`src/rtl/mem_port_arbiter.sv`:
```
// mem_port_arbiter: two-requester arbiter in front of one pipelined memory port.
// A port keeps the grant for up to BURST back-to-back transfers while the
// other port waits. Accepted requests are registered onto the memory side.
// Each read is tracked by a MEM_LAT-deep tag pipeline, so the response
// returns to the port that issued it.
module mem_port_arbiter #(
  parameter int MEM_LAT = 1,
  parameter int BURST   = 4
) (
  input  logic        clock,
  input  logic        clrn,
  input  logic        r0_req,
  input  logic        r0_we,
  input  logic [31:0] r0_addr,
  input  logic [31:0] r0_wdata,
  input  logic [2:0]  r0_op,
  input  logic        r1_req,
  input  logic        r1_we,
  input  logic [31:0] r1_addr,
  input  logic [31:0] r1_wdata,
  input  logic [2:0]  r1_op,
  output logic        r0_gnt,
  output logic        r1_gnt,
  output logic        r0_rvalid,
  output logic [31:0] r0_rdata,
  output logic        r1_rvalid,
  output logic [31:0] r1_rdata,
  output logic        m_en,
  output logic        m_we,
  output logic [31:0] m_addr,
  output logic [31:0] m_wdata,
  output logic [2:0]  m_op,
  input  logic [31:0] m_rdata
);

  localparam logic [3:0] BURST_C = 4'(BURST);

  // Arbitration state. The reset values (owner 1, count saturated) make the
  // first contention after reset go to port 0.
  logic              last_owner_r;
  logic [3:0]        cnt_r;
  logic              gnt0_s;
  logic              gnt1_s;
  logic              xfer_s;

  // Registered memory request and the owner of the request now on the bus.
  logic              m_en_r;
  logic              m_we_r;
  logic [31:0]       m_addr_r;
  logic [31:0]       m_wdata_r;
  logic [2:0]        m_op_r;
  logic              m_owner_r;

  // Read tag pipeline: stage MEM_LAT-1 lines up with valid m_rdata.
  logic [MEM_LAT-1:0] tag_v_r;
  logic [MEM_LAT-1:0] tag_o_r;

  // Grant decision: a lone requester always wins. Under contention the current
  // owner keeps the grant until its burst count reaches BURST.
  always_comb begin
    gnt0_s = 1'b0;
    gnt1_s = 1'b0;
    if (!clrn) begin
      gnt0_s = 1'b0;
      gnt1_s = 1'b0;
    end else begin
      case ({r1_req, r0_req})
        2'b01: gnt0_s = 1'b1;
        2'b10: gnt1_s = 1'b1;
        2'b11: begin
          if (cnt_r < BURST_C) begin
            gnt0_s = ~last_owner_r;
            gnt1_s = last_owner_r;
          end else begin
            gnt0_s = last_owner_r;
            gnt1_s = ~last_owner_r;
          end
        end
        default: begin
          gnt0_s = 1'b0;
          gnt1_s = 1'b0;
        end
      endcase
    end
  end

  assign xfer_s = gnt0_s | gnt1_s;

  // Burst bookkeeping. The count also advances when the port is alone, so a
  // long solo stream gives up the grant as soon as the other port competes.
  always_ff @(posedge clock or negedge clrn) begin
    if (!clrn) begin
      last_owner_r <= 1'b1;
      cnt_r        <= BURST_C;
    end else if (xfer_s) begin
      if (gnt1_s == last_owner_r) begin
        cnt_r <= (cnt_r >= BURST_C) ? BURST_C : cnt_r + 4'd1;
      end else begin
        last_owner_r <= gnt1_s;
        cnt_r        <= 4'd1;
      end
    end
  end

  // Capture the granted request onto the memory bus. The address, data and op
  // hold their last values when idle; we drops to 0 so an idle bus looks like
  // a read.
  always_ff @(posedge clock or negedge clrn) begin
    if (!clrn) begin
      m_en_r    <= 1'b0;
      m_we_r    <= 1'b0;
      m_addr_r  <= 32'd0;
      m_wdata_r <= 32'd0;
      m_op_r    <= 3'd0;
      m_owner_r <= 1'b0;
    end else if (xfer_s) begin
      m_en_r    <= 1'b1;
      m_we_r    <= gnt1_s ? r1_we    : r0_we;
      m_addr_r  <= gnt1_s ? r1_addr  : r0_addr;
      m_wdata_r <= gnt1_s ? r1_wdata : r0_wdata;
      m_op_r    <= gnt1_s ? r1_op    : r0_op;
      m_owner_r <= gnt1_s;
    end else begin
      m_en_r <= 1'b0;
      m_we_r <= 1'b0;
    end
  end

  // Shift read tags toward the response cycle. Writes enter as empty slots.
  // Reset flushes every read still in flight.
  always_ff @(posedge clock or negedge clrn) begin
    if (!clrn) begin
      tag_v_r <= '0;
      tag_o_r <= '0;
    end else begin
      tag_v_r[0] <= m_en_r & ~m_we_r;
      tag_o_r[0] <= m_owner_r;
      for (int i = 1; i < MEM_LAT; i++) begin
        tag_v_r[i] <= tag_v_r[i-1];
        tag_o_r[i] <= tag_o_r[i-1];
      end
    end
  end

  assign r0_gnt    = gnt0_s;
  assign r1_gnt    = gnt1_s;
  assign r0_rvalid = tag_v_r[MEM_LAT-1] & ~tag_o_r[MEM_LAT-1];
  assign r1_rvalid = tag_v_r[MEM_LAT-1] &  tag_o_r[MEM_LAT-1];
  assign r0_rdata  = m_rdata;
  assign r1_rdata  = m_rdata;
  assign m_en      = m_en_r;
  assign m_we      = m_we_r;
  assign m_addr    = m_addr_r;
  assign m_wdata   = m_wdata_r;
  assign m_op      = m_op_r;

endmodule

```
`config.mk`:
```
export PLATFORM = sky130hd
export DESIGN_NAME = mem_port_arbiter
export DESIGN_NICKNAME = d
export VERILOG_FILES = /design/src/rtl/mem_port_arbiter.sv
export SDC_FILE = /design/constraint.sdc
export NUM_CORES = 1
export LEC_CHECK = 0
export ABC_AREA = 1
export CORE_ASPECT_RATIO = 0.5
export CORE_MARGIN = 4
export CORE_UTILIZATION = 40
export CTS_BUF_LIST = sky130_fd_sc_hd__clkbuf_8
export DETAILED_ROUTE_END_ITERATION = 8
export GPL_TIMING_DRIVEN = 0
export PLACE_DENSITY_LB_ADDON = 0.15
export SYNTH_ARGS = -nofsm -noshare
export SYNTH_HDL_FRONTEND = slang
export SYNTH_SLANG_ARGS = --single-unit
```
`constraint.sdc`:
```
create_clock -name clock -period 3.2 [get_ports clock]
set_clock_uncertainty 0.05 [all_clocks]
set_input_delay 0.48 -clock clock [delete_from_list [all_inputs] [get_ports clock]]
set_output_delay 0.48 -clock clock [all_outputs]
set_load 0.03 [all_outputs]
```
==> metrics.log <==
INFO  metric die_w = roughly 160 um
INFO  metric grt_pass1_wl = 24100 um
INFO  metric power_frac_seq = 33.8%
INFO  metric gp_routability_congestion = 0.810
INFO  metric hold_viol_final = 0
INFO  metric net_count_synth = 802
INFO  metric rows = 27
INFO  metric minimum_period_implied_by_the_final_worst_setup_slack = 2780 ps
INFO  metric finalNetCount = ~1100
INFO  metric final_common_cell = sky130_fd_sc_hd__nand2_1
INFO  metric whs = 75.3 ps
INFO  metric setup_viol = 0
INFO  metric synth_warnings = 0
INFO  metric hold_class = primary input to async pin
INFO  metric worst-setup-path-type = flop to output pin
INFO  metric critPathLaunchType = flop
INFO  metric drtAntennaViolNets = 0
INFO  metric die_area = 13300 sq um
INFO  metric power_density = 470 nW/um^2
INFO  metric power.static_leakage = 0.00389 uW
INFO  metric cts.clk_slew.worst_paths = 90 ps
INFO  metric design_power_total = 3640 uW
INFO  metric dp_cells = 1051
INFO  metric ys_ff_latch = 77
INFO  metric synth_cell_types = 20
INFO  metric insertedDiodeCount = 0
INFO  metric post_drt_wl_per_cell = 14.1 um
INFO  metric cts-root-to-sink-buffers = 2
INFO  metric globalRouteTotalUtil = 22.1%
INFO  metric syn-mean-instance-area = a little over 7 sq um
INFO  metric number_of_sinks_on_the_clock_net = 77
INFO  metric cts_setup_buffers = 0
INFO  metric grt_pass1_vias = 4834
INFO  metric dp_hpwl = 11900 um
INFO  metric post-route-drc-count = 0
INFO  metric layout-area-overhead-vs-synth = 69.6%
INFO  metric htree_num_levels = 3
INFO  metric run_status = finished clean
INFO  metric worstSetupEndpointType = output pin
INFO  metric clkLatencyLatePin = 350 ps
INFO  metric syn-cell-area = 4570 sq um
INFO  metric max_clock_freq = 0.360 GHz
INFO  metric worst_case_vdd_ir_drop = around 0.24 mV
INFO  metric final.setup.tns = 0 ps
INFO  metric detailed_route_vias_per_instance = 4.51
INFO  metric drt_first_iter_violations = 194
INFO  metric drt_pre_antenna_iters = 4
INFO  metric post_route_cells_drive_above_1_share = 14.6%
INFO  metric max-slew-margin-rel = between 60% and 70%
INFO  metric post_cts.resized_instances = 0
INFO  metric totalWireLength = between 15000 and 20000 um
INFO  metric tritoncts = done
INFO  metric final-max-slew-violation-count = 0
INFO  metric vias = about 4800
INFO  metric antenna_found_initial = 0
INFO  metric rsz_0062_raised_after_global_routing = false
INFO  metric worst-path-max-fanout = 9
INFO  metric commonest_cells_after_routing_fill_and_taps_aside = 349 x sky130_fd_sc_hd__nand2_1, 275 x sky130_fd_sc_hd__clkdlybuf4s50_1, 75 x sky130_fd_sc_hd__dfrtp_1
INFO  metric critical_path_arrival = around 2300 ps
INFO  metric switching_share = 38.4%
INFO  metric power.internal = 2240 uW
INFO  metric post_synth_inst_count = 629
INFO  metric timing_worst_slew_pin_value = 473 ps
INFO  metric worst_ep_required_time = 2670 ps
INFO  metric boundaryPins = 309
INFO  metric pin_count_of_the_biggest_net_entering_global_routing = 71
INFO  metric layout_worst_path_cycle_share = 86.8%
INFO  metric worstReg2RegStart = cnt_r[2]
INFO  metric maxCapViolations = 0
INFO  metric cts-buffers-inserted = 9
INFO  metric synth.yosys.seq_area_share = 42.2%
INFO  metric root_buffer = sky130_fd_sc_hd__clkbuf_8
INFO  metric share_comb_of_total_power = 45.5%
INFO  metric share_clk_of_total_power = roughly a fifth
INFO  metric p_switching = 1400 uW
INFO  metric die_y = 83.6 um
INFO  metric grt-ovfl-total = 0
INFO  metric design.core.area = 11100 sq um
INFO  metric layout.cells.non_filler = 1068
INFO  metric initial_core_util = approximately two fifths
INFO  metric portBuffers = between 200 and 300
INFO  metric crit_start = cnt_r[2]
flip-flops by register name, indices dropped and copies added (netlist names):
| signal | count |
|---|---|
| m_owner_r | 1 |
| last_owner_r | 1 |
| cnt_r | 4 |
| m_op | 3 |
| tag_v_r | 1 |
| m_wdata | 32 |
| m_addr | 32 |
| m_en | 1 |
| m_we | 1 |
| tag_o_r | 1 |
cells in the mapped netlist:
library cell / n / area (sq um)
sky130_fd_sc_hd__nand2_1: 349 / 1310
sky130_fd_sc_hd__dfrtp_1: 75 / 1880
sky130_fd_sc_hd__buf_4: 71 / 533
sky130_fd_sc_hd__nand3_1: 52 / 260
sky130_fd_sc_hd__nand3_2: 20 / 200
sky130_fd_sc_hd__buf_2: 12 / 60.1
sky130_fd_sc_hd__inv_1: 10 / 37.5
sky130_fd_sc_hd__clkbuf_1: 7 / 26.3
sky130_fd_sc_hd__nor2_1: 7 / 26.3
sky130_fd_sc_hd__buf_1: 5 / 18.8
sky130_fd_sc_hd__o21ai_1: 4 / 20.0
sky130_fd_sc_hd__buf_6: 3 / 33.8
sky130_fd_sc_hd__inv_2: 3 / 11.3
sky130_fd_sc_hd__nand2_2: 3 / 18.8
sky130_fd_sc_hd__buf_12: 2 / 40.0
sky130_fd_sc_hd__dfstp_2: 2 / 52.6
sky130_fd_sc_hd__a21oi_1: 1 / 5.00
sky130_fd_sc_hd__ha_1: 1 / 12.5
sky130_fd_sc_hd__nand3_4: 1 / 17.5
sky130_fd_sc_hd__nor2_2: 1 / 6.26
path summary, 6_finish.rpt:
kind	to	slack [ps]	cells past startpoint
worst max-delay path	r1_gnt	420	7
worst min-delay path	m_addr[13]	80	2
worst max register to register	m_addr[11]	1480	10
worst min register to register	tag_o_r	340	0
max in group asynchronous	m_addr[17]	2190	2
min in group clock	tag_o_r	340	0
repair_timing:
item | in CTS | in global routing
hold endpoints to repair | 10 | 0
hold buffers | 1 | 0
endpoints found under the setup margin | 0 | 0
worst max-delay path: stages, from the launching register on:
cell and delay, ps:
sky130_fd_sc_hd__dfstp_2 540, sky130_fd_sc_hd__inv_1 50, sky130_fd_sc_hd__nand2_1 90, sky130_fd_sc_hd__nand2_2 80
sky130_fd_sc_hd__nand3_4 120, sky130_fd_sc_hd__nand2_2 200, sky130_fd_sc_hd__inv_1 130, sky130_fd_sc_hd__clkdlybuf4s50_1 670
metrics by stage:
stage | setup slack [ps] | utilization [%] | instance area, sq um
2_1_floorplan | 1550 | - | 4570
3_3_place_gp | -2480 | 67.8 | 7510
3_5_place_dp | 319 | 68.0 | 7540
4_1_cts | 387 | 69.9 | 7740
5_1_grt | 292 | 69.9 | 7740
6_report | 421 | 69.9 | 7740
layout make-up:
cell class	instances	area [sq um]
clock buffers	9	124
plain buffers	100	712
flip-flops and latches	77	1930
inverters	13	48.8
clock inverters	7	75.1
well taps	145	181
repair buffers	278	2800
multi-input cells	439	1880
fillers	936	3340
power groups by stage:
stage	Sequential, uW	Combinational (uW)	Clock [uW]
3_3_place_gp	1240	1640	0
6_report	1230	1660	753
4_1_cts	1230	1680	772
5_1_grt	1250	1780	809
3_5_place_dp	1250	1670	0
2_1_floorplan	1520	665	0
metal layers:
| metal | GRT usage (%) | part of all wire, % | up-vias |
|---|---|---|---|
| met1 | 25.5 | 40 | 2202 |
| met5 | 0 | 0 | - |
| met2 | 40.2 | 52 | 159 |
| met4 | 6.30 | 1.7 | 0 |
| li1 | - | - | 2440 |
| met3 | 6.36 | 6.8 | 21 |
logic make-up after synthesis:
group / after synthesis / synth area share (%)
AO/OA/AOI/OAI: 5 / 0.548
AND/OR/NAND/NOR: 433 / 40.3
adder cells (fa/ha/maj): 1 / 0.274
buffers and inverters: 113 / 16.7
flip-flops: 77 / 42.2
(Power assumes the default switching activity.)
==> RTL edit, RTL diff (same flow settings) <==
`MEM_LAT`: 1 -> 2. Comments in the files are not updated.
--- a/src/rtl/mem_port_arbiter.sv
+++ b/src/rtl/mem_port_arbiter.sv
@@ -4,7 +4,7 @@
 // Each read is tracked by a MEM_LAT-deep tag pipeline, so the response
 // returns to the port that issued it.
 module mem_port_arbiter #(
-  parameter int MEM_LAT = 1,
+  parameter int MEM_LAT = 2,
   parameter int BURST   = 4
 ) (
   input  logic        clock,
Function: changed (a bounded check fails within 4 cycles, from zero or initial values).
==> RTL edit against the unedited design <==
Power up 1.3%; routed wire length rose by 0.88%; register-to-register slack got worse by 30 ps; sequential cell count grew 2; worst hold slack improved by 10 ps; non-clock buffer count is the same; first-iteration DRC count increased by 21%; synthesized cell count up 0.32%; synthesized area grew 1.1%; utilization increased by 0.31 points; setup slack worse by 2.9 ps; design area is 0.74% higher; critical path type unchanged; largest power group unchanged.
==> RTL edit: results (changes against the unedited design) <==
[finish]
area_share_clock_buf_inv_pct = 2.65  ; +0.077 points
bufAreaShareNonClock_pct = 45.0  ; -0.33 points
multi_input_area_share_pct = 24.1  ; -0.18 points
fillers = 934  ; -0.21%
seq_cell_count = 79  ; +2.6%
nets = 1093  ; +0.18%
drive_above_1_share_pct = 14.7  ; +0.076 points
num-nonclk-inverters = 13  ; unchanged
area_growth_pct = 69.0
seqCellArea_mm2 = 0.00198  ; +2.6%
clock_buffers = 10  ; +1

[route]
wl_per_cell_um = 14.2  ; +0.69%
viasPerCell = 4.52  ; about the same
wl_met1_um = 6120  ; +1.5%
drt_iter0_markers = 235  ; +21%
routed.top_layer = met4
wl_met2_um = 7920  ; +1.6%
vias = 4833  ; +0.23%
wl_met3_um = 1160  ; +14%

[yosys]
seq_area_frac_synth_pct = 42.9  ; +0.63 points
netlist_top_cells_area = dfrtp_1, nand2_1, buf_4, nand3_1, nand3_2
async_reset_ff_share_pct = 100  ; unchanged
postSynthCellCount = 631  ; +0.32%
syn-num-nets = 804  ; +0.25%
synthTopCellsByCount = nand2_1, dfrtp_1, buf_4

[global_route]
grtUsageMet1_pct = 25.3  ; -0.16 points
antenna_found_initial = 0  ; unchanged
gr-usage-met3_pct = 6.41  ; +0.049 points
grt_use_met2_pct = 40.8  ; +0.62 points
grt_max_degree = 70  ; -1.4%
grt_pass1_wl_um = 24000  ; -0.32%
grt_usage_pct = 21.9  ; -0.23 points

[setup_path]
arrival_ps = 2250  ; about the same
ff2ff_path_depth = 10  ; unchanged
worstReg2RegEnd = m_addr[13]
r2r-start = cnt_r[2]
r2r_setup_slack_ps = 1450  ; -30 ps

[power_and_ir_drop]
power.share.clock_pct = 20.8
total_power_uw = 3690  ; +1.3%
leakagePower_uw = 0.00392  ; +0.78%
ir_worst_vdd_mv = 0.248  ; +3.6%
pwr-share-seq_pct = 34.3  ; +0.5 points
switchingPower_uw = 1390  ; -0.36%

[sta]
setup_violations = 0  ; unchanged
relSlewSlack_pct = 61.2  ; -7.2 points
whs_ps = 85.7  ; +10.4 ps

[clocking]
clockBufferDepth = 2  ; unchanged
cts.reportedPaths.clkPinSlew_ps = 90  ; about the same

[placement]
place.gp.congestion = 0.806  ; -0.42%
place_ws_ps = 281  ; -38.0 ps
post-dp-hpwl_um = 12200  ; +2.3%
place_area_mm2 = 0.00759  ; +0.66%

[status]
status = finished clean

[floorplanning]
die-area_mm2 = 0.0134  ; +1.0%

-- RTL edit: changes by cell type after synthesis, sizes merged --
cell   unedited run  this run
dfrtp            75        77
-- RTL edit: how the worst max path moves through the flow --
stage,endpoint,start,depth (start not counted),slack (ps)
finish,r1_gnt,cnt_r[2],7,420
global route,r1_gnt,cnt_r[2],7,260
CTS,r1_gnt,cnt_r[2],7,380
detailed placement,r1_gnt,clrn,7,280
global placement,r1_gnt,clrn,6,-2510
floorplan,r1_gnt,cnt_r[2],6,1550
-- RTL edit: logic make-up (layout without fill, tap and decap cells) --
logic type      Yosys count  count (layout)  synth area share, %
buf+inv                 113             407                 16.5
fa+ha+maj                 1               1                0.271
simple gates            433             433                 39.8
compound gates            5               5                0.542
flops                    79              79                 42.9
-- RTL edit: critical path: stages (launching register included) --
cell and delay, ps:
dfstp_2 540, inv_1 50, nand2_1 90, nand2_2 80
nand3_4 120, nand2_2 210, inv_1 130, clkdlybuf4s50_1 680
